==> config.mk <==
export PLATFORM = sky130hd
export DESIGN_NAME = hazard_tracker
export DESIGN_NICKNAME = d
export VERILOG_FILES = /design/src/rtl/hazard_tracker_pkg.sv /design/src/rtl/hazard_tracker_fwd_sel.sv /design/src/rtl/hazard_tracker.sv
export SDC_FILE = /design/constraint.sdc
export NUM_CORES = 1
export LEC_CHECK = 0
export ABC_AREA = 0
export ABC_CLOCK_PERIOD_IN_PS = 1700
export CORE_MARGIN = 2
export CORE_UTILIZATION = 40
export CTS_CLUSTER_SIZE = 16
export DETAILED_ROUTE_END_ITERATION = 16
export GPL_ROUTABILITY_DRIVEN = 0
export PLACE_DENSITY = 0.66
export SYNTH_ARGS = -nofsm -noshare
export SYNTH_HDL_FRONTEND = slang
export SYNTH_HIERARCHICAL = 1
export SYNTH_SLANG_ARGS = --single-unit
==> constraint.sdc <==
create_clock -name clk -period 1.7 [get_ports clk]
set_clock_uncertainty 0.05 [all_clocks]
set_input_delay 0.17 -clock clk [delete_from_list [all_inputs] [get_ports clk]]
set_output_delay 0.17 -clock clk [all_outputs]
set_load 0.02 [all_outputs]
==> src/rtl/hazard_tracker_pkg.sv <==
// Shared encodings for the hazard tracker: operand-unused marker,
// decoder Tnew constants and forwarding-mux select values.
package hazard_tracker_pkg;

  localparam logic [3:0] TUSE_NONE = 4'hf;

  localparam logic [3:0] TNEW_ZERO = 4'd0;
  localparam logic [3:0] TNEW_ALU  = 4'd1;
  localparam logic [3:0] TNEW_LOAD = 4'd2;

  localparam logic [1:0] FWD_D_GRF  = 2'd0;
  localparam logic [1:0] FWD_D_E    = 2'd1;
  localparam logic [1:0] FWD_D_M    = 2'd2;
  localparam logic [1:0] FWD_D_W    = 2'd3;

  localparam logic [1:0] FWD_E_PIPE = 2'd0;
  localparam logic [1:0] FWD_E_M    = 2'd1;
  localparam logic [1:0] FWD_E_W    = 2'd2;

  localparam logic       FWD_M_PIPE = 1'b0;
  localparam logic       FWD_M_W    = 1'b1;

endpackage

==> src/rtl/hazard_tracker_fwd_sel.sv <==
// Priority forwarding select over up to three producer stages, youngest first.
// A producer still computing (Tnew>0) is skipped so older stages can supply the value.
module hazard_fwd_sel
  import hazard_tracker_pkg::*;
#(
  parameter int REG_AW = 5,
  parameter int T_W    = 4
)(
  input  logic [REG_AW-1:0] i_src,
  input  logic [REG_AW-1:0] i_a3_0,
  input  logic [T_W-1:0]    i_tnew_0,
  input  logic [REG_AW-1:0] i_a3_1,
  input  logic [T_W-1:0]    i_tnew_1,
  input  logic [REG_AW-1:0] i_a3_2,
  output logic [1:0]        o_sel
);

  always_comb begin
    o_sel = FWD_D_GRF;
    if (i_src != '0) begin
      if (i_src == i_a3_0 && i_tnew_0 == '0)
        o_sel = FWD_D_E;
      else if (i_src == i_a3_1 && i_tnew_1 == '0)
        o_sel = FWD_D_M;
      else if (i_src == i_a3_2)
        o_sel = FWD_D_W;
    end
  end

endmodule

==> src/rtl/hazard_tracker.sv <==
// D-stage hazard unit: shadows E/M/W destinations with remaining Tnew,
// raises the D stall and drives the D/E/M forwarding selects.
module hazard_tracker
  import hazard_tracker_pkg::*;
#(
  parameter int              REG_AW    = 5,
  parameter int              T_W       = 4,
  parameter logic [T_W-1:0]  TUSE_NONE = hazard_tracker_pkg::TUSE_NONE
)(
  input  logic              clk,
  input  logic              reset,
  input  logic [REG_AW-1:0] D_rs,
  input  logic [REG_AW-1:0] D_rt,
  input  logic [T_W-1:0]    D_Tuse_RS,
  input  logic [T_W-1:0]    D_Tuse_RT,
  input  logic [REG_AW-1:0] D_A3,
  input  logic              D_RegWrite,
  input  logic [T_W-1:0]    D_Tnew,
  output logic              stall,
  output logic [1:0]        D_fwd_rs,
  output logic [1:0]        D_fwd_rt,
  output logic [1:0]        E_fwd_rs,
  output logic [1:0]        E_fwd_rt,
  output logic              M_fwd_rt
);

  function automatic logic [T_W-1:0] sat_dec(input logic [T_W-1:0] x);
    return (x != '0) ? (x - T_W'(1)) : '0;
  endfunction

  logic [REG_AW-1:0] r_E_rs, r_E_rt, r_E_A3;
  logic [T_W-1:0]    r_E_Tnew;
  logic [REG_AW-1:0] r_M_rt, r_M_A3;
  logic [T_W-1:0]    r_M_Tnew;
  logic [REG_AW-1:0] r_W_A3;

  logic [REG_AW-1:0] w_D_A3_q;
  logic              w_stall_rs, w_stall_rt;

  // A3 of zero doubles as "no producer", so $0 writes never create hazards.
  assign w_D_A3_q = (D_RegWrite && D_A3 != '0) ? D_A3 : '0;

  assign w_stall_rs = (D_rs != '0) && (D_Tuse_RS != TUSE_NONE) &&
                      ((D_rs == r_E_A3 && D_Tuse_RS < r_E_Tnew) ||
                       (D_rs == r_M_A3 && D_Tuse_RS < r_M_Tnew));
  assign w_stall_rt = (D_rt != '0) && (D_Tuse_RT != TUSE_NONE) &&
                      ((D_rt == r_E_A3 && D_Tuse_RT < r_E_Tnew) ||
                       (D_rt == r_M_A3 && D_Tuse_RT < r_M_Tnew));
  assign stall = w_stall_rs | w_stall_rt;

  always_ff @(posedge clk) begin
    if (!reset) begin
      r_E_rs   <= '0;
      r_E_rt   <= '0;
      r_E_A3   <= '0;
      r_E_Tnew <= '0;
      r_M_rt   <= '0;
      r_M_A3   <= '0;
      r_M_Tnew <= '0;
      r_W_A3   <= '0;
    end else begin
      if (stall) begin
        r_E_rs   <= '0;
        r_E_rt   <= '0;
        r_E_A3   <= '0;
        r_E_Tnew <= '0;
      end else begin
        r_E_rs   <= D_rs;
        r_E_rt   <= D_rt;
        r_E_A3   <= w_D_A3_q;
        r_E_Tnew <= D_Tnew;
      end
      r_M_rt   <= r_E_rt;
      r_M_A3   <= r_E_A3;
      r_M_Tnew <= sat_dec(r_E_Tnew);
      r_W_A3   <= r_M_A3;
    end
  end

  hazard_fwd_sel #(.REG_AW(REG_AW), .T_W(T_W)) u_d_rs (
    .i_src(D_rs), .i_a3_0(r_E_A3), .i_tnew_0(r_E_Tnew),
    .i_a3_1(r_M_A3), .i_tnew_1(r_M_Tnew), .i_a3_2(r_W_A3), .o_sel(D_fwd_rs)
  );
  hazard_fwd_sel #(.REG_AW(REG_AW), .T_W(T_W)) u_d_rt (
    .i_src(D_rt), .i_a3_0(r_E_A3), .i_tnew_0(r_E_Tnew),
    .i_a3_1(r_M_A3), .i_tnew_1(r_M_Tnew), .i_a3_2(r_W_A3), .o_sel(D_fwd_rt)
  );

  // E consumers see M as the youngest producer; W always has its result ready.
  hazard_fwd_sel #(.REG_AW(REG_AW), .T_W(T_W)) u_e_rs (
    .i_src(r_E_rs), .i_a3_0(r_M_A3), .i_tnew_0(r_M_Tnew),
    .i_a3_1(r_W_A3), .i_tnew_1('0), .i_a3_2('0), .o_sel(E_fwd_rs)
  );
  hazard_fwd_sel #(.REG_AW(REG_AW), .T_W(T_W)) u_e_rt (
    .i_src(r_E_rt), .i_a3_0(r_M_A3), .i_tnew_0(r_M_Tnew),
    .i_a3_1(r_W_A3), .i_tnew_1('0), .i_a3_2('0), .o_sel(E_fwd_rt)
  );

  assign M_fwd_rt = (r_M_rt != '0 && r_M_rt == r_W_A3) ? FWD_M_W : FWD_M_PIPE;

endmodule
Yosys cells after proc, flatten, opt, wreduce, memory -nomap -nowiden

Cells that the tools add are included.

Output and inout bits: 10
Memories kept: 0
Memory bits (read-only): 0
Memory bits (writable): 0
Logic and storage cells: 78
Bits of input ports: 30
Bits in registers: 38
Bits in latches: 0

Reductions and logical operators: 32
Equal/unequal tests: 13
Bitwise gates (word level): 3
Multiply operators: 0
Add/subtract/negate cells: 1
Order comparisons: 4
Shift-type cells: 0
Muxes and demuxes: 17
Divide/modulo/power cells: 0

Operator list:

| kind                | number |
|---|---|
| $eq 5x5->1          | 11 |
| $mux 2              | 16 |
| $reduce_bool 5->1   | 6 |
| $logic_and 1x1->1   | 16 |
| $lt 4x4->1          | 4 |
| $logic_not 5->1     | 2 |
| $logic_not 4->1     | 2 |
| $ne 4x4->1 const B  | 2 |
| $reduce_bool 4->1   | 1 |
| $sub 4x1->4 const B | 1 |
| $reduce_or 3->1     | 1 |
| $logic_or 1x1->1    | 2 |
| $not 1->1           | 2 |
| $reduce_and 2->1    | 1 |
| $reduce_or 2->1     | 1 |
| $mux 1              | 1 |
| $or 1x1->1          | 1 |

Logic depth before layout (Yosys ltp)

Gate-level depths: netlist (run 1).

Word-level depth: 6
Depth in mapped cells: 8

Cells and area by module

The synthesis (run 1) kept the hierarchy.

By module, submodules not included:

| module         | cells each | instances | area an instance (um^2) | sequential area each (um^2) |
|---|---|---|---|---|
| hazard_tracker | 189        | 1         | 1,751.7                 | 760.7 |
| hazard_fwd_sel | 36         | 4         | 282.8                   | 0.0 |

Least setup slack after synthesis (run 1)

No wires, ideal clock.

Kind: reg-to-output
Start: reg r_M_Tnew[1]
End: out stall
Path buffers: 1
Cell stages (with the launch flop): 9
Data required time: 1.480 ns
Slack: -0.236 ns
Arrival time: 1.716 ns
Path through: dfxtp_1 > inv_1 > ha_1 > or3b_1 > o2111ai_1 > nand4_1 > a21oi_1 > buf_6 > or2_1

Cells in the longest elaborated chain, start to end: 5
Elaborated cells between the ends (all ways): 9
Classes of those cells: order compare: 2; bitwise: 1; reduce/logical: 6

RTL lines:

| what                                 | line                                       | source |
|---|---|---|
| start, declared                      | hazard_tracker.sv:34                       | `logic [T_W-1:0] r_M_Tnew;` |
| start signal, assigned               | hazard_tracker.sv:75                       | `r_M_Tnew <= sat_dec(r_E_Tnew);` |
| $lt 4x4->1 (on tied branches)        | hazard_tracker.sv:45, hazard_tracker.sv:48 |  |
| $logic_and 1x1->1 (on tied branches) | hazard_tracker.sv:45, hazard_tracker.sv:48 |  |
| $logic_or 1x1->1 (on tied branches)  | hazard_tracker.sv:44, hazard_tracker.sv:47 |  |
| $logic_and 1x1->1 (on tied branches) | hazard_tracker.sv:43, hazard_tracker.sv:46 |  |
| $or 1x1->1 (*)                       | hazard_tracker.sv:49                       | `assign stall = w_stall_rs \| w_stall_rt;` |
| end, declared                        | hazard_tracker.sv:19                       | `output logic stall,` |

Mark *: on every way between the ends. The rest lies on a longest branch, timed or not.

Worst setup path in the final report (run 1)

Same ends and word-level chain as after synthesis.

==> results of run 1 <==
==> metrics by stage <==
step	power, uW	util	hold WS (ns)
final	2897	0.7035	0.3615
after global routing	3000	0.7035	0.3723
after CTS	2825	0.6743	0.3585
after detailed placement	1791	0.5969	0.4959
after global placement	1775	0.5969	0.4832
after floorplan	1404	-	0.2383
==> repair_timing <==
action | in CTS | in global routing
cloned | 3 | 1
endpoints found under the setup margin | 29 | 29
gates resized for setup | 130 | 36
pin swaps | 40 | 20
setup buffers | 11 | 6
==> report_power, final <==
group	internal (uW)	leakage [uW]	switching (uW)	total (uW)
Combinational	504	0.00176	449	953
Clock	626	0.0000714	330	956
Sequential	929	0.000321	59.3	989
==> cells by family after synthesis <==
family                   count (synthesis)  share of synthesized area
AND/OR/NAND/NOR                        145                     0.2995
XOR/XNOR                                68                     0.2066
AO/OA/AOI/OAI                           41                     0.1311
flip-flops                              38                     0.2639
buffers and inverters                   27                    0.04123
adder cells (fa/ha/maj)                 13                    0.05642
other                                    1                   0.001301
==> path summary, 6_finish.rpt <==
| kind | slack, ns | startpoint | endpoint |
|---|---|---|---|
| worst max-delay path | -0.48 | r_M_Tnew[1] | stall |
| worst min-delay path | 0.36 | D_Tnew[2] | r_E_Tnew[2] |
| worst max register to register | -0.33 | r_M_Tnew[1] | r_E_rt[3] |
| worst min register to register | 0.49 | r_E_Tnew[0] | r_M_Tnew[0] |
==> registers in the layout, summed over array words and instances (netlist names) <==
name and cells:
r_M_rt 5, r_W_A3 5, r_M_Tnew 4, r_M_A3 5, r_E_rt 5, r_E_rs 5
r_E_A3 5, r_E_Tnew 4
==> cell type report <==
cell class                      count  share of cell area
Clock buffer                        6             0.01709
Clock inverter                      2             0.01243
Inverter                           19             0.01528
Multi-Input combinational cell    291              0.4920
Sequential cell                    38              0.1652
Tap cell                           96             0.02486
Timing Repair Buffer              145              0.2732
==> cells in the mapped netlist (all sizes together), types with 7 or more instances <==
cell type,number
xor2,48
xnor2,20
inv,19
nand2,19
nand4,11
and2,20
nand3,16
a21oi,16
nor3,25
ha,13
dfxtp,38
nor4,21
nor2b,17
nor2,7
==> metal layers <==
layer | vias up | wire length (microns) | track usage
met1 | 1499 | 4221 | 0.3093
met2 | 95 | 4802 | 0.4111
met3 | 30 | 467 | 0.03693
met5 | - | 0 | 0
li1 | 1492 | - | -
met4 | 0 | 267 | 0.07851
==> worst reg2reg max path: cells and delay by family, from the launching register on <==
kind            cells  cell delay, ns
simple gates        3            0.56
buf+inv             4            0.50
flops               1            0.36
compound gates      2            0.31
fa+ha+maj           1            0.15
==> results.sh, run 1 <==
export IMPL_crit_type="flop to output pin"
export IMPL_instances_no_fill=597
export IMPL_placementRows=30
export IMPL_synth_warnings=6
export IMPL_critPathBufInv=2
export IMPL_grt_max_degree=38
export IMPL_fill_cells=498
export IMPL_hold_viol_final=0
export IMPL_worst_path_max_delay_cell="or3b_4"
export IMPL_cp_num_cells=8
export IMPL_dp_hpwl_microns=6453
export IMPL_ys_seq_area_frac=0.2639
export IMPL_clk_pin_slew_ns=0.08
export IMPL_critPathTopFamily="simple AND/OR/NAND/NOR gates"
export IMPL_synth_top_cell_by_area="dfxtp_1"
export IMPL_antenna_found_initial=0
export IMPL_numClockSinks=38
export IMPL_status="complete, but fails checks"
export IMPL_core_area_sq_um=6869
export IMPL_leakage_uw=0.002156
export IMPL_drtIter0Drc=137
export IMPL_ys_flop_type="dfxtp_1"
export IMPL_boundaryPins=40
export IMPL_slew_viol_final=0
export IMPL_wl_microns=9758
export IMPL_rr_worst_depth=10
export IMPL_grt_pass1_wl_microns=14440
export IMPL_synth_edf_count=0
export IMPL_num_antenna_cells=0
export IMPL_synth_area_sq_um=2883
export IMPL_synth_seq_cells=38
export IMPL_placed_area_sq_um=4100
export IMPL_max_stage_delay_ns=0.37
export IMPL_num_nets_final=543
export IMPL_fp_dieW_microns=88.90
export IMPL_setup_viol_count_final=28
export IMPL_register_area_sq_um=798.3
export IMPL_violations="negative setup slack"
export IMPL_drc=0
export IMPL_clk_insertion_delay_late_ns=0.29
export IMPL_setup_tns_final_ns=-7.629
export IMPL_cts_htree_levels=2
export IMPL_clock_tree_root_cell="clkbuf_8"
export IMPL_end_kind="output pin"
export IMPL_rsz0062_at_grt="true"
export IMPL_final_area_sq_um=4832
export IMPL_place_inst=569
export IMPL_synthArstFlopShare=0
export IMPL_dp_slack_ns=-0.9260
export IMPL_fin_crit_sh=1.279
export IMPL_via_per_inst=5.219
export IMPL_start_kind="flop"
export IMPL_holdBufCountCts=0
export IMPL_synth_cells=333
export IMPL_firstDrtPassIters=4
export IMPL_yosysUniqueCellTypes=34
export IMPL_syn2layout_area_growth_pct=67.62
export IMPL_drtAntennaViolNets=0
export IMPL_drive_gt1_frac=0.4072
export IMPL_hold_path_class="primary input to flop"
export IMPL_syn_avg_cell_area_sq_um=8.657
export IMPL_worstHoldPathCells=3
export IMPL_vdd_drop_max_mv=0.3817
export IMPL_period_needed_ns=2.175
export IMPL_worst_ep_required_time_ns=1.48
export IMPL_grt_pass1_vias=3070
export IMPL_arrival_ns=1.96
export IMPL_chipHeight_microns=88.90
export IMPL_maxCapViolCount=0
export IMPL_cts_tree="yes"
export IMPL_yosys_area_top_type_share=0.2639
export IMPL_cts_made_buffers=5
export IMPL_synthTopCellsByArea="dfxtp_1, xor2_1, xnor2_1"
export IMPL_start_util=0.4197
export IMPL_crit_chain="inv_4 > ha_4 > or3b_4 > o2111ai_2 > nand4_1 > a21oi_4 > or2_4 > buf_6"
export IMPL_overflow=0
export IMPL_cts_max_path_buffers=2
export IMPL_portBuffers=39
export IMPL_layout_common_cells="buf_4, xor2_1, buf_6, dfxtp_1, conb_1"
export IMPL_vias=3116
export IMPL_drt_wirelength_per_cell_microns=16.35
export IMPL_max_freq_mhz=459.7
export IMPL_critical_path_max_fanout=2
export IMPL_globalRouteTotalUtil=0.2400
export IMPL_powerDensity_nw_per_um2=599.6
export IMPL_final_common_cell="buf_4"
export IMPL_worst_slack_ns=-0.4751
export IMPL_multiInputGateArea_sq_um=2377
export IMPL_dieArea_sq_um=7902
(Power assumes the default switching activity.)
==> inputs of run 2 (changes only) <==
CORE_ASPECT_RATIO = 1.75   (was not set)
==> run 2 against run 1 <==
Net effect: the run still ends with negative setup slack left; core utilization fell by 0.056 points; sequential share of layout area decreased by 0.30 points; clock-buffer cell count unchanged; die area increased by 0.34%; global-route usage up 3.1 points; fmax decreased by 3.8%; routed wire length rose by 12%; clock power down 4.0%; via count up 1.7%; total power up 0.64%; design area grew 3.0%; non-clock buffer count fell by 4; largest cell class unchanged.
==> results.sh, run 2 (synthesis gave the netlist of run 1 again) <==
export IMPL_status="complete, but fails checks"
export IMPL_violations="negative setup slack"
export IMPL_dieArea_sq_um=7929
export IMPL_wl_microns=10920
export IMPL_grt_pass1_wl_microns=15790
export IMPL_placementRows=41
export IMPL_whs_ns=0.3723
export IMPL_globalRouteTotalUtil=0.2712
export IMPL_firstDrtPassIters=4
export IMPL_worst_path_max_delay_cell="dfxtp_4"
export IMPL_start_kind="flop"
export IMPL_antenna_found_initial=0
export IMPL_setup_viol_count_final=28
export IMPL_arrival_ns=2.04
export IMPL_clk_insertion_delay_late_ns=0.29
export IMPL_core_area_sq_um=7079
export IMPL_setup_tns_final_ns=-10.16
export IMPL_syn2layout_area_growth_pct=72.61
export IMPL_via_per_inst=5.456
export IMPL_fp_dieW_microns=68.18
export IMPL_final_common_cell="buf_4"
export IMPL_cp_endpoint="stall"
export IMPL_max_freq_mhz=442.2
export IMPL_drt_wirelength_per_cell_microns=18.79
export IMPL_vias=3170
export IMPL_end_kind="output pin"
export IMPL_num_nets_final=539
export IMPL_grt_max_degree=38
export IMPL_portBuffers=39
export IMPL_utilization=0.7029
export IMPL_vdd_drop_max_mv=0.7507
export IMPL_chipHeight_microns=116.3
export IMPL_numClockSinks=38
export IMPL_slew_viol_final=0
export IMPL_drc=0
export IMPL_drive_gt1_frac=0.4424
export IMPL_hold_path_class="primary input to flop"
export IMPL_rrSetupSlack_ns=-0.42
export IMPL_period_needed_ns=2.262
export IMPL_grt_pass1_vias=3254
export IMPL_clk_pin_slew_ns=0.06
export IMPL_crit_type="flop to output pin"
export IMPL_num_antenna_cells=0
export IMPL_powerDensity_nw_per_um2=586.0
export IMPL_drtAntennaViolNets=0
export IMPL_instances_no_fill=581
export IMPL_maxCapViolCount=0
export IMPL_cts_tree="yes"
export IMPL_layout_common_cells="buf_4, xor2_1, buf_6, conb_1, and2_1"
export IMPL_rsz0062_at_grt="true"
export IMPL_r2r_start="r_M_A3[2]"
export IMPL_boundaryPins=40
export IMPL_dp_slack_ns=-0.8961
export IMPL_cts_max_path_buffers=2
export IMPL_hold_viol_final=0
export IMPL_fin_crit_sh=1.330
export IMPL_start_util=0.4072
export IMPL_drtIter0Drc=165
export IMPL_worst_slack_ns=-0.5615
export IMPL_clock_tree_root_cell="clkbuf_16"
export IMPL_rr_worst_depth=9
export IMPL_overflow=0
export IMPL_place_inst=554
export IMPL_critical_path_max_fanout=3
export IMPL_max_stage_delay_ns=0.36
export IMPL_crit_chain="buf_4 > xor2_1 > nor4_2 > nand4_1 > a21oi_2 > or2_4 > buf_6"
export IMPL_cts_htree_levels=2
export IMPL_r2r_end="r_E_rs[2]"
export IMPL_leakage_uw=0.002170
export IMPL_crit_start="r_M_A3[2]"
export IMPL_cts_made_buffers=5
export IMPL_worst_ep_required_time_ns=1.48
export IMPL_dp_hpwl_microns=6853
-- run 2: timing repair --
item | CTS | global route
endpoints found under the hold margin | 0 | 0
cloned | 4 | 1
pin swaps | 34 | 42
setup buffers | 10 | 9
setup endpoints to repair | 29 | 29
hold buffers | 0 | 0
gates resized for setup | 129 | 73
-- run 2: routing by layer --
layer,vias to the layer above,global-route usage,share of wire
met1,1490,0.2471,0.32
met2,131,0.5107,0.55
met4,0,0.1893,0.076
met3,64,0.05010,0.049
li1,1485,-,-
met5,-,0,0
-- run 2: power by group --
group	leakage [uW]	total (uW)	switching (uW)	internal, uW
logic	0.00178	1000	480	521
registers	0.000323	997	64.6	933
clock network	0.0000688	918	351	567
total	0.00217	2920	896	2020
-- run 2: layout make-up --
cell class	count	area (sq um)
Multi-Input combinational cell	291	2514
Fill cell	483	2103
Timing Repair Buffer	141	1333
Sequential cell	38	807.0
Clock buffer	6	138.9
Tap cell	86	107.6
Inverter	19	76.32
-- run 2: critical path: cells and delay by family (launching register included) --
kind / cells / cell delay (ns)
compound gates: 1 / 0.25
simple gates: 3 / 0.74
flops: 1 / 0.36
buf+inv: 2 / 0.25
xor+xnor: 1 / 0.16
-- run 2: per-stage QoR --
step,cell area [sq um],power [uW]
2_1_floorplan,2982,1404
3_3_place_gp,4063,1774
3_5_place_dp,4063,1797
4_1_cts,4561,2756
5_1_grt,4976,3021
6_report,4976,2916
-- run 2: how the worst min path moves through the flow --
stage / to / slack (ns) / startpoint / cells past startpoint
2_1_floorplan: r_E_rs[0] / 0.24 / D_rs[0] / 2
3_3_place_gp: r_M_rt[3] / 0.47 / r_E_rt[3] / 1
3_5_place_dp: r_M_rt[3] / 0.47 / r_E_rt[3] / 1
4_1_cts: r_E_rt[0] / 0.34 / D_rt[0] / 4
5_1_grt: r_E_rt[0] / 0.39 / D_rt[0] / 4
6_report: r_E_rt[0] / 0.37 / D_rt[0] / 4
==> inputs of run 3 (changes only) <==
SLEW_MARGIN = 5   (was not set)
==> results of run 3 <==
Same layout as run 2: the final DEF is identical, and so are final timing and power.
